### config.mk
export PLATFORM = sky130hd
export DESIGN_NAME = operand_issuer
export DESIGN_NICKNAME = d
export VERILOG_FILES = /design/src/rtl/operand_issuer_pkg.sv /design/src/rtl/issuer_ch.sv /design/src/rtl/operand_issuer.sv
export SDC_FILE = /design/constraint.sdc
export NUM_CORES = 1
export LEC_CHECK = 0
export BUFFER_PORTS_ARGS = -buffer_cell sky130_fd_sc_hd__buf_2
export CAP_MARGIN = 10
export CORE_UTILIZATION = 25
export CTS_CLUSTER_DIAMETER = 50
export DETAILED_ROUTE_END_ITERATION = 7
export GPL_ROUTABILITY_DRIVEN = 1
export GPL_TIMING_DRIVEN = 0
export MAX_ROUTING_LAYER = met4
export PLACE_DENSITY = 0.45
export RECOVER_POWER = 50
export REMOVE_ABC_BUFFERS = 1
export SYNTH_ARGS = -nofsm -noshare
export SYNTH_HDL_FRONTEND = slang
export SYNTH_HIERARCHICAL = 1
export SYNTH_SLANG_ARGS = --single-unit
### constraint.sdc
create_clock -name clk -period 1.95 [get_ports clk]
set_clock_uncertainty 0.05 [all_clocks]
set_input_delay 0.0975 -clock clk [delete_from_list [all_inputs] [get_ports clk]]
set_output_delay 0.0975 -clock clk [all_outputs]
set_load 0.03 [all_outputs]
### src/rtl/operand_issuer_pkg.sv
// -----------------------------------------------------------------------------
// operand_issuer_pkg
//   Shared definitions for the operand issuer slice: FSM state encoding,
//   default operand/result widths and the completed-transaction counter width.
// -----------------------------------------------------------------------------
package operand_issuer_pkg;

    typedef enum logic [1:0] {
        IDLE     = 2'd0,
        ISSUE    = 2'd1,
        WAIT_RES = 2'd2,
        DELIVER  = 2'd3
    } state_e;

    localparam int OP_W_DEF   = 1;
    localparam int RES_W_DEF  = 2;
    localparam int DONE_CNT_W = 16;

endpackage

### src/rtl/issuer_ch.sv
// -----------------------------------------------------------------------------
// issuer_ch
//   Single-entry master-channel holding register. A load captures the operand
//   and raises the pend flag; the flag (which is the channel's tvalid) and the
//   data stay put until the downstream handshake clears the flag.
//
// Ports:
//   clk, arst_n   clock, asynchronous active-low reset
//   load_i        capture data_i and mark the channel pending
//   data_i        operand to capture
//   ready_i       downstream tready
//   valid_o       downstream tvalid (the registered pend flag)
//   data_o        downstream tdata (registered, held while pending)
//   pend_d_o      pend flag value after this cycle's load/handshake
// -----------------------------------------------------------------------------
module issuer_ch #(
    parameter int W = 1
) (
    input  logic         clk,
    input  logic         arst_n,
    input  logic         load_i,
    input  logic [W-1:0] data_i,
    input  logic         ready_i,
    output logic         valid_o,
    output logic [W-1:0] data_o,
    output logic         pend_d_o
);

    logic         pend_q, pend_d;
    logic [W-1:0] data_q, data_d;

    always_comb begin
        pend_d = pend_q;
        data_d = data_q;
        if (load_i) begin
            pend_d = 1'b1;
            data_d = data_i;
        end else if (pend_q && ready_i) begin
            pend_d = 1'b0;
        end
    end

    always_ff @(posedge clk or negedge arst_n) begin
        if (!arst_n) begin
            pend_q <= 1'b0;
            data_q <= '0;
        end else begin
            pend_q <= pend_d;
            data_q <= data_d;
        end
    end

    assign valid_o  = pend_q;
    assign data_o   = data_q;
    assign pend_d_o = pend_d;

endmodule

### src/rtl/operand_issuer.sv
// -----------------------------------------------------------------------------
// operand_issuer
//   Accepts one packed operand pair {B, A}, issues A and B on two independent
//   master streams, waits for the arithmetic unit's result, and forwards it.
//   One transaction in flight at a time; a watchdog raises a sticky flag if
//   the unit takes TIMEOUT or more cycles to answer.
//
// Ports:
//   clk, arst_n                              clock, async active-low reset
//   s_op_tdata/tvalid/tready                 packed operand input {B, A}
//   m_a_tdata/tvalid/tready                  operand A stream
//   m_b_tdata/tvalid/tready                  operand B stream
//   s_res_tdata/tvalid/tready                result returned by the unit
//   m_out_tdata/tvalid/tready                forwarded result
//   done_count                               completed transactions (wraps)
//   timeout_err                              sticky watchdog flag
// -----------------------------------------------------------------------------
module operand_issuer
    import operand_issuer_pkg::*;
#(
    parameter int OP_W    = OP_W_DEF,
    parameter int RES_W   = RES_W_DEF,
    parameter int TIMEOUT = 255
) (
    input  logic                  clk,
    input  logic                  arst_n,
    input  logic [2*OP_W-1:0]     s_op_tdata,
    input  logic                  s_op_tvalid,
    output logic                  s_op_tready,
    output logic [OP_W-1:0]       m_a_tdata,
    output logic                  m_a_tvalid,
    input  logic                  m_a_tready,
    output logic [OP_W-1:0]       m_b_tdata,
    output logic                  m_b_tvalid,
    input  logic                  m_b_tready,
    input  logic [RES_W-1:0]      s_res_tdata,
    input  logic                  s_res_tvalid,
    output logic                  s_res_tready,
    output logic [RES_W-1:0]      m_out_tdata,
    output logic                  m_out_tvalid,
    input  logic                  m_out_tready,
    output logic [DONE_CNT_W-1:0] done_count,
    output logic                  timeout_err
);

    localparam logic [15:0] TIMEOUT_L = 16'(TIMEOUT);

    state_e                  state_q;
    logic [RES_W-1:0]        res_q;
    logic [DONE_CNT_W-1:0]   done_q;
    logic [15:0]             wd_q;
    logic [15:0]             wd_d;
    logic                    err_q;

    logic                    op_load;
    logic                    a_pend_d, b_pend_d;

    // Operand pair is only taken in IDLE, so a load never collides with a
    // pending channel.
    assign op_load = (state_q == IDLE) && s_op_tvalid;

    issuer_ch #(.W(OP_W)) u_ch_a (
        .clk      (clk),
        .arst_n   (arst_n),
        .load_i   (op_load),
        .data_i   (s_op_tdata[OP_W-1:0]),
        .ready_i  (m_a_tready),
        .valid_o  (m_a_tvalid),
        .data_o   (m_a_tdata),
        .pend_d_o (a_pend_d)
    );

    issuer_ch #(.W(OP_W)) u_ch_b (
        .clk      (clk),
        .arst_n   (arst_n),
        .load_i   (op_load),
        .data_i   (s_op_tdata[2*OP_W-1:OP_W]),
        .ready_i  (m_b_tready),
        .valid_o  (m_b_tvalid),
        .data_o   (m_b_tdata),
        .pend_d_o (b_pend_d)
    );

    // Saturating watchdog increment.
    assign wd_d = (wd_q == 16'hFFFF) ? wd_q : wd_q + 16'd1;

    always_ff @(posedge clk or negedge arst_n) begin
        if (!arst_n) begin
            state_q <= IDLE;
            res_q   <= '0;
            done_q  <= '0;
            wd_q    <= '0;
            err_q   <= 1'b0;
        end else begin
            case (state_q)
                IDLE: begin
                    if (s_op_tvalid) begin
                        state_q <= ISSUE;
                    end
                end
                ISSUE: begin
                    // Leave once both channels are drained, counting any
                    // handshake that lands in this very cycle.
                    if (!a_pend_d && !b_pend_d) begin
                        state_q <= WAIT_RES;
                        wd_q    <= '0;
                    end
                end
                WAIT_RES: begin
                    wd_q <= wd_d;
                    // Flag is raised together with the counter reaching
                    // TIMEOUT; the FSM keeps waiting regardless.
                    if (wd_d == TIMEOUT_L) begin
                        err_q <= 1'b1;
                    end
                    if (s_res_tvalid) begin
                        res_q   <= s_res_tdata;
                        state_q <= DELIVER;
                    end
                end
                DELIVER: begin
                    if (m_out_tready) begin
                        done_q  <= done_q + 1'b1;
                        state_q <= IDLE;
                    end
                end
                default: state_q <= IDLE;
            endcase
        end
    end

    // Handshake readies/valids are pure decodes of the registered state.
    assign s_op_tready  = (state_q == IDLE);
    assign s_res_tready = (state_q == WAIT_RES);
    assign m_out_tvalid = (state_q == DELIVER);
    assign m_out_tdata  = res_q;
    assign done_count   = done_q;
    assign timeout_err  = err_q;

endmodule

# Yosys cells after proc, flatten, opt, wreduce, memory -nomap -nowiden
# Cells that the tools add are included.
# word_totals
register_bits,41
in_bits,11
out_inout_bits,26
word_cells,45
# op_classes
add_sub_neg,2
n_eq_ne,9
muxes,12
n_reduce_logical,13
# op_table
operator,count
$add A16 B1 Y16 const B,2
$mux W16,2
$pmux W16 S2,1
$eq A16 B16 Y1 const B,1
$eq A16 B8 Y1 const B,1
$mux W2,4
$pmux W2 S4,1
$reduce_and A2 Y1,4
$ne A2 B2 Y1 const B,3
$eq A2 B2 Y1 const B,2
$logic_and A1 B1 Y1,4
$mux W1,4
$reduce_and A4 Y1,1
$eq A2 B1 Y1 const B,1
$logic_not A1 Y1,2
$logic_not A2 Y1,1
$ne A2 B1 Y1 const B,1
$reduce_bool A2 Y1,1

# Depth between registers and ports, before layout
# Gate-level depths: netlist of run 1.
# logic_depth
word_depth,7
mapped_depth,10
ltp_nobuf,9

# By module
# Netlist of run 1, hierarchy kept.
# by_module_without_submodules
module,n_inst,cells_each,area_each_um2,seq_area_each_um2
operand_issuer,1,235,2202.1,925.9
issuer_ch,2,5,77.6,50.0

# Worst setup path after synthesis of run 1
# Ideal clock, no wire load.
# synth_path
kind,reg-to-reg
startpoint,register state_q[0]
endpoint,register wd_q[7]
setup_time_ns,0.110
arrival_ns,2.085
required_ns,1.790
setup_slack_ns,-0.295
path_stages_with_launch,9
path_buffers,1
synth_period_minus_slack_ns,2.245
cell_sequence,dfrtp_1 -> inv_1 -> ha_1 -> and2_1 -> a21o_2 -> o21ai_0 -> nand2_1 -> clkbuf_1 -> o41ai_1
# synth_via
elab_chain_len,7
word_cells_on_any_way,13
classes_between,eq/ne: 3; mux: 3; reduce/logical: 7
# synth_lines
item,line_no,source
"start, declared",operand_issuer.sv:48,state_e state_q;
"start signal, assigned",operand_issuer.sv:89,state_q <= IDLE;
"start signal, assigned",operand_issuer.sv:98,state_q <= ISSUE;
"start signal, assigned",operand_issuer.sv:105,state_q <= WAIT_RES;
$logic_not A2 Y1,--,
net s_op_tready,operand_issuer.sv:29,"output logic s_op_tready,"
$logic_and A1 B1 Y1,operand_issuer.sv:60,assign op_load = (state_q == IDLE) && s_op_tvalid;
net op_load,operand_issuer.sv:55,logic op_load;
$mux W1,issuer_ch.sv:35,if (load_i) begin
net b_pend_d,operand_issuer.sv:56,"logic a_pend_d, b_pend_d;"
$logic_not A1 Y1,operand_issuer.sv:104,if (!a_pend_d && !b_pend_d) begin
$logic_and A1 B1 Y1,operand_issuer.sv:104,
$ne A2 B2 Y1 (no line),--,
$reduce_and A2 Y1 (no line),--,
"end signal, assigned",operand_issuer.sv:110,wd_q <= wd_d;
"end, declared",operand_issuer.sv:51,logic [15:0] wd_q;
# The timed path passes the listed nets, and every way through them passes these cells.
# A chain may end at the register's enable or synchronous reset.

# Worst setup path after layout of run 1
# layout_path
startpoint,register state_q[0]
endpoint,register wd_q[3]
# layout_via
elab_chain_len,7
word_cells_on_any_way,13
classes_between,eq/ne: 3; mux: 3; reduce/logical: 7
# layout_lines
item,line_no
$logic_not A2 Y1,operand_issuer.sv:60
$logic_and A1 B1 Y1,operand_issuer.sv:60
net op_load,operand_issuer.sv:55
$mux W1,issuer_ch.sv:35
net b_pend_d,operand_issuer.sv:56
$logic_not A1 Y1,operand_issuer.sv:104
$logic_and A1 B1 Y1,operand_issuer.sv:104
$ne A2 B2 Y1 (no line),--
$reduce_and A2 Y1 (no line),--
# The timed path passes the listed nets, and every way through them passes these cells.

==> results.txt, run 1 <==
The run finished with clean final reports. The number of antenna diodes in the final layout is 0. The routed length per instance came out at 14.5 um.

The number of failing setup endpoints in the final timing report came out at 0. On the critical path, the stage with the largest delay is an instance of sky130_fd_sc_hd__dfrtp_1. The initial antenna violation count was 0. The half-perimeter wire length after placement is approximately 3700 um.

From synthesis to final layout, the design area changed by 33.5%. The number of DRC markers in iteration 0 came out at 92. For this configuration, the core starts out at a cell density of around 26%. The hold violation count in the final report was 0. After clock tree synthesis, the clock-pin slew on the worst setup and hold paths is ~90 ps. The count of boundary I/O pins is 37. The area after detailed placement is 2620 um^2. The largest fanout on the critical path came out at 8. The routed via count divided by cell count came out at about 5.

The startpoint type of the worst setup path is a flip-flop. The number of global-route vias before repair came out at around 2000. The first global-routing pass estimated around 9900 um of wire. The maximum buffer depth of the clock tree came out at 2. The maximum clock frequency is between 0.5 and 0.6 GHz.

The count of vias placed by the detailed router came out at about 2100. The residual antenna-violating net count after detailed routing is 0. The peak supply drop came out at 367 uV. The fraction of synthesis flops using an asynchronous set or reset pin came out at between 90% and 100%.

Wires add up to about 6000 um. By startpoint and endpoint, the worst setup path is classified as reg -> reg. For the pin with the worst max-slew slack, the measured transition is about 950 ps.

TritonCTS built the clock tree. The CTS H-tree depth came out at 2. The clock insertion delay at the later pin of the skew report is roughly 300 ps. Input and output buffers added on the ports amount to 36.

The overall power is 3.73 mW. In this run the vertical extent of the chip is 99.1 um. The final critical path takes up between 90% and 100% of the cycle. The count of nets after finishing came out at between 300 and 400. The synthesized design spends more area on one cell type than any other, namely sky130_fd_sc_hd__dfrtp_1. For this run, the register share of the synthesized area comes to between 40 and 50%. The number of placed instances, taps included, is between 300 and 400.

The total negative setup slack is 0 ps. The top-area cell type share of the netlist area is 43.5%. The number of violations of the max-capacitance limit came out at 0. In the final layout, the share of cells above drive strength 1 is a little under a third.

The final standard cell area without fillers came out at around 3100 um^2. The instance count of the mapped netlist came out at ~250. The leakage power of the design came out at approximately 1.3 nW. The final hold slack is approximately 90 ps. The number of storage elements in the synthesis netlist came out at 41. The number of different library cells used by synthesis comes to 48. The remaining routing DRC violations is 0. The number of enable-type register cells in the synthesized netlist came out at 0. The setup slack at placement is -835 ps. The die width is 99.1 um. Once routing completed, OpenROAD measured the worst setup slack at between 60 and 70 ps.

The power density relative to cell area is around 1200 nW/um^2. The full die area is a little under 10000 um^2. For this run, the number of standard cells in the final layout without fillers is slightly above 400. The number of buffers created by CTS came out at 5. The shortest period the worst path allows is 1880 ps.

By instance count, the cell type seen most on the critical path is sky130_fd_sc_hd__and2_4. The Yosys step of the flow raised 6 warnings. Setup repair after global routing could not meet its margin everywhere. The site row count came out at 35.

The signal on the critical path passes through inv_2 -> ha_4 -> and2_4 -> a21o_4 -> o21ai_4 -> buf_12 -> and2_4 -> nand4_1 -> o21ai_1. The global-route congestion overflow total came out at 0. The pin count of the biggest net entering global routing is 42. The final design utilization is between 30% and 40%. The endpoint required time on the critical path came out at about 2100 ps. The worst setup path is captured at a flip-flop. The commonest non-fill, non-tap cell in the layout is sky130_fd_sc_hd__dfrtp_1. The top cell types in the final layout, fill and taps aside, are sky130_fd_sc_hd__dfrtp_1, sky130_fd_sc_hd__clkbuf_1, sky130_fd_sc_hd__nand2_1.

The arrival time of the worst setup path came out at between 2000 and 2500 ps. The most used flip-flop cell after synthesis is sky130_fd_sc_hd__dfrtp_1. The area of the core came out at around 9000 um^2. The path class of the tightest hold or removal check is in -> reg. In this run the cell area of the synthesized design comes to around 2400 um^2. In this run the mean area of a mapped cell was approximately 9.6 um^2. The delay of the slowest cell on the worst path came out at approximately 380 ps.

The number of clock sinks is 41. The final weighted congestion in routability-driven placement came out at 0.756. In the global route stage, overall resource usage came out at between 10% and 20%. The cell sitting at the root of the clock tree is a sky130_fd_sc_hd__clkbuf_8.

Measured against its own limit, the worst slew margin works out to a little over a third. The number of iterations in the first detailed-routing pass came out at 5. The max-slew violation count came to 0. After synthesis, the cell types taking the most area are sky130_fd_sc_hd__dfrtp_1, sky130_fd_sc_hd__xnor2_1, sky130_fd_sc_hd__o21ai_0.
-- path summary, 6_finish.rpt --
path	from	endpoint	slack (ps)	cells after the start
worst max-delay path	state_q[0]	wd_q[3]	70	9
worst min-delay path	m_a_tready	u_ch_a/valid_o	90	3
worst max register to register	state_q[0]	wd_q[3]	70	9
worst min register to register	done_count[15]	done_count[15]	420	1
max in group asynchronous	arst_n	wd_q[5]	770	2
min in group asynchronous	arst_n	u_ch_b/data_o	430	2
-- cell type report --
| cell class | count | area [um^2] |
|---|---|---|
| Inverter | 13 | 48.8 |
| Sequential cell | 41 | 1030 |
| Multi-Input combinational cell | 180 | 1440 |
| Timing Repair Buffer | 61 | 369 |
| Fill cell | 945 | 6050 |
| Tap cell | 111 | 139 |
| Clock buffer | 6 | 82.6 |
| Clock inverter | 2 | 37.5 |
-- synth_stat cells, types with 4 or more instances --
cell	number
sky130_fd_sc_hd__buf_2	5
sky130_fd_sc_hd__and4_1	4
sky130_fd_sc_hd__clkbuf_1	6
sky130_fd_sc_hd__inv_1	13
sky130_fd_sc_hd__nand2_1	20
sky130_fd_sc_hd__nand4_1	10
sky130_fd_sc_hd__nor3_1	5
sky130_fd_sc_hd__ha_1	6
sky130_fd_sc_hd__a21oi_1	11
sky130_fd_sc_hd__a31oi_1	7
sky130_fd_sc_hd__nor2_1	13
sky130_fd_sc_hd__and3_1	5
sky130_fd_sc_hd__dfrtp_1	41
sky130_fd_sc_hd__nand3_1	12
sky130_fd_sc_hd__o21ai_0	21
sky130_fd_sc_hd__xnor2_1	14
-- sequential cells by signal (all words and copies together) (netlist names) --
name	count
state_q	2
timeout_err	1
u_ch_b/data_o	1
done_count	16
m_out_tdata	2
wd_q	16
u_ch_a/valid_o	1
u_ch_a/data_o	1
u_ch_b/valid_o	1
-- where the power goes --
group | leakage [nW] | total [mW] | switching (mW) | internal [mW]
Combinational | 0.703 | 1.83 | 1.06 | 0.764
Sequential | 0.539 | 1.17 | 0.157 | 1.01
Clock | 0.0574 | 0.741 | 0.325 | 0.417
Total | 1.30 | 3.73 | 1.54 | 2.19
-- cell families after synthesis --
logic type                 Yosys count  share of synthesized area (%)
and+or+nand+nor                     83                           20.3
AOI/OAI and AO/OA                   64                           18.0
DFF                                 41                           43.5
buffers and inverters               26                           4.62
xor gates and xnor gates            17                           6.32
muxes                                8                           4.03
adders and majority gates            6                           3.18
-- layer usage --
metal	up-vias	track usage (%)	wire length (um)
li1	1011	-	-
met1	999	15.4	2750
met2	57	21.9	2880
met3	7	3.23	311
met4	0	4.30	68
met5	-	-	0
-- worst max-delay path: cells and delay by family (launching register included) --
family          cells  cell delay (ps)
simple gates        3              470
fa+ha+maj           1              160
compound gates      3              530
buf+inv             2              220
flops               1              380
-- what timing repair did --
| action | in CTS | in global routing |
|---|---|---|
| setup endpoints to repair | 19 | 25 |
| endpoints found under the hold margin | 45 | 0 |
| hold buffers | 5 | 0 |
| resized for setup | 29 | 30 |
| setup buffers | 11 | 8 |
| pin swaps | 4 | 4 |
| gates cloned | 2 | 0 |
Note: power is estimated with default switching activity, not from simulation.
==> inputs of run 2 (changes only) <==
Settings changed: ABC_AREA set to 1.
==> results.txt, run 2 <==
The startpoint of the most critical register-to-register path is wd_q[1]. The end point of the worst hold path is u_ch_b/valid_o. The count of unique library cells instantiated by Yosys came out at 29. Ranked by total cell area, the synthesized netlist is headed by sky130_fd_sc_hd__dfrtp_1, sky130_fd_sc_hd__nand2_1, sky130_fd_sc_hd__inv_1.

The dominant cell type by count on the critical path is sky130_fd_sc_hd__nand2_1. The floorplan step defined a die boundary enclosing around 9800 um^2. TritonCTS built the clock tree. The number of failing setup endpoints in the final timing report came out at 0. 0 antenna diodes ended up in the layout. The number of buffers and inverters on the critical path came out at 0.

The signal on the critical path passes through ha_2 -> nand2_2 -> nor2_4 -> nand2_4 -> o21ai_1 -> nand3_1 -> nor2_1 -> nand2_1 -> nor2_1 -> nand2_1 -> nand2_1. In this run, the combinational gates consume roughly 43% of the power. The number of warnings issued by yosys is 6. The CTS H-tree depth came out at 2. The portion of the clock cycle consumed by the worst path in the final layout is 92.3%. The proportion of layout cells with a drive suffix above 1 is 21.6%. The pin count of the biggest net entering global routing is 42. Once the floorplan was initialized, standard cells occupied 25.6% of the core. The fraction of synthesis flops using an asynchronous set or reset pin is 100%.

The initial antenna violation count is 0. The largest fanout on the critical path came out at 5. The overall power came out at between 3 and 4 mW. The number of iterations in the first detailed-routing pass came out at 4. The number of global-route vias before repair came out at approximately 2000. The headroom to the max-slew limit came out at 34.9%. The actual transition at the worst max-transition pin is approximately 980 ps.

A synthesized cell averages approximately 8.0 um^2. The cell with the most instances after synthesis is sky130_fd_sc_hd__nand2_1. In this run the critical register-to-register path is captured at timeout_err. The total overflow left after global routing is 0. The delay of the slowest cell on the worst path came out at slightly above 400 ps. Summed over all nets, the switching power comes to 1.39 mW. The peak supply drop came out at 626 uV. The critical path in this run is classified as reg -> reg. In the layout the commonest cells are sky130_fd_sc_hd__nand2_1, sky130_fd_sc_hd__inv_1, sky130_fd_sc_hd__dfrtp_1. The clock insertion delay at the later pin of the skew report is 300 ps.

The arrival time of the worst setup path came out at just under 2000 ps. The die width is slightly below 100 um. The class of the tightest hold or removal check is in -> reg.

The share of the Yosys chip area taken by registers is a little over two fifths. The hold violation count in the final report is 0. The half-perimeter wire length after placement came out at roughly 3800 um.

The number of clock sinks is slightly above 40. Clock tree synthesis selected as its root buffer the cell sky130_fd_sc_hd__clkbuf_8. The total negative setup slack came out at 0 ps. On the final layout, the worst hold slack is 11.0 ps. The final layout contains ~360 nets. The cell internal power dissipation came out at around 1.8 mW. After clock tree synthesis, the clock-pin slew on the worst setup and hold paths is approximately 90 ps.

Counting flops and latches in the post-synthesis netlist gives a little over 40. The power density relative to cell area came out at ~1100 nW/um^2. The top-area cell type share of the netlist area is between 40% and 50%. The part of the total power dissipated in the clock network is between 20% and 30%. The max-slew violation count was 0. The area of the mapped netlist is roughly 2400 um^2.

Among all stages on the critical path, the largest delay is contributed by sky130_fd_sc_hd__dfrtp_1. Leaving out fill and tap cells, the most frequent cell in the layout is sky130_fd_sc_hd__nand2_1. The count of vias placed by the detailed router is ~2100. Counting I/O delays and the setup requirement, the final critical path takes 1800 ps. The flow ran to the end, and the final reports show no timing, DRC or antenna violations.

The clock passes through at most 2 buffers. In this run, flip-flops and latches consume approximately 36% of the power. The startpoint type of the worst setup path is a flip-flop. The tool flagged a number of max-cap violations equal to 0.

The switching power as a share of total power came out at a little over two fifths. The site row count is 35. For this block, the initial DRC count from the detailed router was about 120.

The routed via count divided by cell count came out at 4.52. The remaining routing DRC violations is 0. The instance count of the mapped netlist is just under 300. The number of cells on the worst reg-to-reg path came out at 11. The cell depth of the worst hold path is 4. The analysis attributes to cell leakage a power of around 1.4 nW. The routed length per instance is between 10 and 15 um.

The number of enable-type register cells in the synthesized netlist is 0. The aggregate routed wire length came out at between 5000 and 6000 um. After filler insertion, the fill cell instance count of the layout stands at slightly above 1000. The first-pass GRT wire length came out at between 9000 and 10000 um. The overall track demand over capacity in global routing is ~13%.

The number of buffers created by CTS came out at 5. Sorting the synthesized cells by how often they occur yields sky130_fd_sc_hd__nand2_1, sky130_fd_sc_hd__inv_1, sky130_fd_sc_hd__dfrtp_1. The maximum clock frequency came out at about 0.56 GHz. The endpoint type of the worst setup path is a flip-flop. The most used flip-flop cell after synthesis is sky130_fd_sc_hd__dfrtp_1. At the end of routability-driven placement, the weighted congestion stood at 0.785. The layout overhead on the synthesized area came out at 25.1%.

The port buffer count came out at 36. The worst hold path begins at m_b_tready. Of all cell types, the one taking the most synthesized area is sky130_fd_sc_hd__dfrtp_1. Data on the critical path is required at its endpoint by about 2100 ps. 37 I/O pins were placed. The reg2reg setup slack came out at between 150 and 200 ps. The cell class contributing the biggest share of worst-path delay is simple AND/OR/NAND/NOR gates. The chip height came out at 99.1 um. The area of the core came out at about 9000 um^2. Once detail routing completed, the nets flagged for antenna violations numbered 0.
-- run 2: changes by cell type in the layout (fill, tap and decap cells not counted), moves of 9 or more --
cell and change:
sky130_fd_sc_hd__nor2_1 +15, sky130_fd_sc_hd__nand3_1 +11, sky130_fd_sc_hd__inv_1 +33, sky130_fd_sc_hd__nand2_1 +43
sky130_fd_sc_hd__xor2_1 +9, sky130_fd_sc_hd__buf_4 -9, sky130_fd_sc_hd__a21oi_1 -9
-- run 2: routing by layer --
layer | track usage [%] | part of all wire (%) | vias to the layer above
li1 | - | - | 1039
met1 | 16.1 | 48 | 984
met2 | 20.0 | 47 | 45
met3 | 2.70 | 3.9 | 7
met4 | 3.62 | 1.3 | 0
met5 | - | 0 | -
-- run 2: repair_timing --
action | CTS | global route
pin swaps | 1 | 4
buffers inserted | 5 | 4
hold buffers | 5 | 0
hold endpoints to repair | 45 | 0
setup endpoints to repair | 19 | 26
gates resized for setup | 8 | 22
-- run 2: metrics by stage --
step | util (%) | setup WS [ps] | instances | cell area (um^2)
2_1_floorplan | - | -552 | 290 | 2340
3_3_place_gp | 29.0 | -1230 | 437 | 2660
3_5_place_dp | 29.0 | -825 | 437 | 2660
4_1_cts | 31.4 | 7.71 | 455 | 2890
5_1_grt | 32.1 | -3.39 | 459 | 2950
6_report | 32.1 | 151 | 459 | 2950
-- run 2: area by class of cell --
type / instances / area [um^2] / share of cell area (%)
Multi-Input combinational cell: 202 / 1230 / 41.7
Sequential cell: 41 / 1030 / 34.8
Timing Repair Buffer: 50 / 270 / 9.17
Inverter: 47 / 176 / 5.98
Tap cell: 111 / 139 / 4.71
Clock buffer: 7 / 96.3 / 3.27
Clock inverter: 1 / 8.76 / 0.297
-- run 2: power by group through the flow --
stage | registers [mW] | clock network (mW) | logic [mW]
CTS | 1.17 | 0.682 | 1.34
global placement | 1.19 | 0 | 1.18
finish | 1.16 | 0.650 | 1.39
floorplan | 1.37 | 0 | 0.625
global route | 1.19 | 0.704 | 1.53
detailed placement | 1.19 | 0 | 1.19
-- run 2: worst max-delay path by stage --
stage / from / endpoint / slack, ps / depth (start not counted)
after floorplan: state_q[0] / state_q[0] / -550 / 11
after global placement: state_q[0] / wd_q[9] / -1230 / 9
after detailed placement: state_q[0] / wd_q[8] / -830 / 9
after CTS: wd_q[0] / timeout_err / 8 / 11
after global routing: state_q[1] / state_q[1] / -3 / 11
final: wd_q[1] / timeout_err / 150 / 11
-- run 2: cells by family after synthesis --
| group | synth area share (%) |
|---|---|
| adders and majority gates | 3.19 |
| buffers and inverters | 8.02 |
| muxes | 1.43 |
| xor gates and xnor gates | 7.06 |
| DFF | 43.5 |
| AOI/OAI and AO/OA | 7.59 |
| and+or+nand+nor | 29.2 |
-- run 2: worst min-delay path, stage by stage --
cell and delay (ps):
sky130_fd_sc_hd__buf_2 70, sky130_fd_sc_hd__inv_1 30, sky130_fd_sc_hd__nand2_1 60, sky130_fd_sc_hd__nand2_2 70
==> inputs of run 3 (changes only) <==
Settings changed: BUFFER_PORTS_ARGS -buffer_cell sky130_fd_sc_hd__buf_2 to -buffer_cell sky130_fd_sc_hd__buf_4.
==> results.txt, run 3 (synthesized netlist as in run 2, its figures left out) <==
The flow ran to the end, and the final reports show no timing, DRC or antenna violations. The startpoint type of the worst setup path is a flip-flop. The number of failing setup endpoints in the final timing report is 0. The endpoint type of the worst setup path is a flip-flop. The proportion of layout cells with a drive suffix above 1 came out at 25.0%.

The maximum clock frequency is 0.563 GHz. The aggregate routed wire length came out at 5800 um. The detailed router finished its first iteration with 70 violations. The worst setup slack after layout came out at 174 ps.

The CTS H-tree depth is 2. The switching power as a share of total power is between 40% and 50%. The portion of the clock cycle consumed by the worst path in the final layout is 91.1%.

In the final timing run, aggregate negative setup slack is 0 ps. Power spread over the standard cell area amounts to approximately 1100 nW/um^2. Leaving out fill and tap cells, the most frequent cells in the layout are sky130_fd_sc_hd__nand2_1, sky130_fd_sc_hd__inv_1, sky130_fd_sc_hd__dfrtp_1.

The full die area came out at just under 10000 um^2. Clock latency on the worst-skew pair, taken at its later pin, is 290 ps. The startpoint-to-endpoint class of the critical path is reg -> reg. The congestion estimate from routability-driven global placement came to around 0.83. The routed length per instance is between 10 and 15 um. After clock tree synthesis, the clock-pin slew on the worst setup and hold paths is about 90 ps.

The first-pass GRT wire length is 9960 um. Counting along the longest clock path gives a buffer depth of 2. The repair_antennas step left the layout with diodes totalling 0. The headroom to the max-slew limit is 26.9%. The number of violations of the max-capacitance limit is 0.

The max-slew violation count is 0. After filler insertion, the fill cell instance count of the layout stands at between 900 and 1000. The HPWL after detailed placement is 3900 um. The hold violation count in the final report came out at 0. The footprint of the flip-flops and latches came out at ~1000 um^2. The area of the core is around 9200 um^2.

After global routing the overflow that remains totals 0. The number of standard cells in the layout, taps in and fillers out is 459. The cell internal power dissipation came out at between 1.5 and 2 mW.

The area occupied by multi-input gates came out at between 1000 and 1500 um^2. Per report_power, the clock group accounts for between 10% and 20% of the total. The endpoint required time on the critical path came out at 2100 ps.

Summing over every cut layer, the via total after detailed routing is about 2100. The library cell used most frequently in the layout, excluding fill and tap cells, is sky130_fd_sc_hd__nand2_1. The TritonCTS clock tree is built. The chip height came out at around 99 um. The actual transition at the worst max-transition pin came out at 1100 ps. The shortest period the worst path allows came out at 1780 ps.

The remaining routing DRC violations is 0. The leakage power of the design came out at ~1.5 nW. From left edge to right edge, the die measures 99.1 um. The initial antenna violation count is 0. The pin count of the biggest net entering global routing is 42.

The layout overhead on the synthesized area is 29.3%. The class of the tightest hold or removal check is in -> reg. The arrival time of the worst setup path is about 1900 ps. The part of the total power dissipated in combinational logic came out at 45.2%. The instance count after placement with tap cells included came out at around 440. The net switching component of the power came out at roughly 1.4 mW. The power share of the sequential group came out at between 30% and 40%. The worst-case IR drop observed on VDD is around 780 uV. The setup slack at placement is -869 ps.

The number of clock sinks came out at 41. The port buffer count came out at 36. The routed via count divided by cell count is about 4.5. The count of nets after finishing came out at between 300 and 400. Counting the buffers created by CTS gives 5. The overall power came out at ~3.3 mW. The number of iterations in the first detailed-routing pass came out at 4. The residual antenna-violating net count after detailed routing is 0. The site row count came out at 35. The count of boundary I/O pins came out at 37. The number of global-route vias before repair came to just over 2000. The largest fanout on the critical path came out at 7. The overall track demand over capacity in global routing is 13.2%. The clock tree root buffer cell is sky130_fd_sc_hd__clkbuf_8. Once the floorplan was initialized, standard cells occupied between 20% and 30% of the core.
run 3: changes by cell type in the layout (fill, tap and decap cells not counted), moves of 2 or more:
cell and delta:
sky130_fd_sc_hd__o21ai_1 -2, sky130_fd_sc_hd__buf_2 -14, sky130_fd_sc_hd__o21ai_0 +3, sky130_fd_sc_hd__o22ai_2 +5
sky130_fd_sc_hd__buf_4 +22, sky130_fd_sc_hd__nor2_4 +2, sky130_fd_sc_hd__clkbuf_1 -10, sky130_fd_sc_hd__o22ai_1 -5
sky130_fd_sc_hd__nand2_2 -2, sky130_fd_sc_hd__nand2_1 +2
run 3: power by group through the flow:
stage          clock (mW)  combinational [mW]  sequential (mW)
2_1_floorplan           0               0.625             1.37
3_3_place_gp            0                1.27             1.19
3_5_place_dp            0                1.27             1.19
4_1_cts             0.644                1.40             1.18
5_1_grt             0.675                1.61             1.21
6_report            0.614                1.48             1.18
run 3: worst max-delay path, cell delays in order, from the launching register on:
cell                      delay (ps)
sky130_fd_sc_hd__dfrtp_1         460
sky130_fd_sc_hd__ha_4            180
sky130_fd_sc_hd__nand2_2          70
sky130_fd_sc_hd__nor2_4          150
sky130_fd_sc_hd__nand2_4         110
sky130_fd_sc_hd__nor2_8          190
sky130_fd_sc_hd__nand2_1          80
sky130_fd_sc_hd__o21ai_2          80
sky130_fd_sc_hd__nor2_1           70
sky130_fd_sc_hd__nand2_1          70
sky130_fd_sc_hd__nor2_1           50
sky130_fd_sc_hd__nand2_1          60
sky130_fd_sc_hd__nand2_1          50
run 3: layout make-up:
class	count	share of cell area, %
clock buffer	6	2.71
clock inverter	2	0.452
inverter	47	5.79
multi-input combinational	203	41.8
sequential	41	33.7
tap	111	4.56
timing repair buffer	49	10.9
run 3: what timing repair did:
| action | 4_1_cts | 5_1_grt |
|---|---|---|
| gates resized for setup | 8 | 25 |
| buffers inserted | 3 | 5 |
| setup endpoints to repair | 19 | 24 |
| hold buffers | 5 | 0 |
| hold endpoints to repair | 45 | 0 |
| cloned | 0 | 1 |
| pin swaps | 1 | 2 |
run 3: through the flow:
step / cell area, um^2 / util, % / hold slack, ps
after floorplan: 2340 / - / -248
after global placement: 2750 / 29.9 / 84.9
after detailed placement: 2750 / 29.9 / 86.8
after CTS: 2950 / 32.1 / 25.3
after global routing: 3050 / 33.1 / 43.4
final: 3050 / 33.1 / 22.6
run 3: final timing paths:
| kind | slack [ps] | start | depth (start not counted) | endpoint |
|---|---|---|---|---|
| hold / removal | 20 | m_b_tready | 4 | u_ch_b/valid_o |
| min in group asynchronous | 490 | arst_n | 2 | done_count[15] |
| setup reg to reg | 170 | wd_q[1] | 12 | timeout_err |
| max in group asynchronous | 630 | arst_n | 2 | wd_q[0] |
| hold reg to reg | 420 | timeout_err | 2 | timeout_err |
| setup / recovery | 170 | wd_q[1] | 12 | timeout_err |
run 3: layer usage:
| metal | share of wire [%] | vias up | track usage, % |
|---|---|---|---|
| li1 | - | 1047 | - |
| met1 | 48 | 982 | 16.5 |
| met2 | 48 | 34 | 22.3 |
| met3 | 2.4 | 6 | 2.55 |
| met4 | 1.3 | 0 | 2.71 |
| met5 | 0 | - | - |
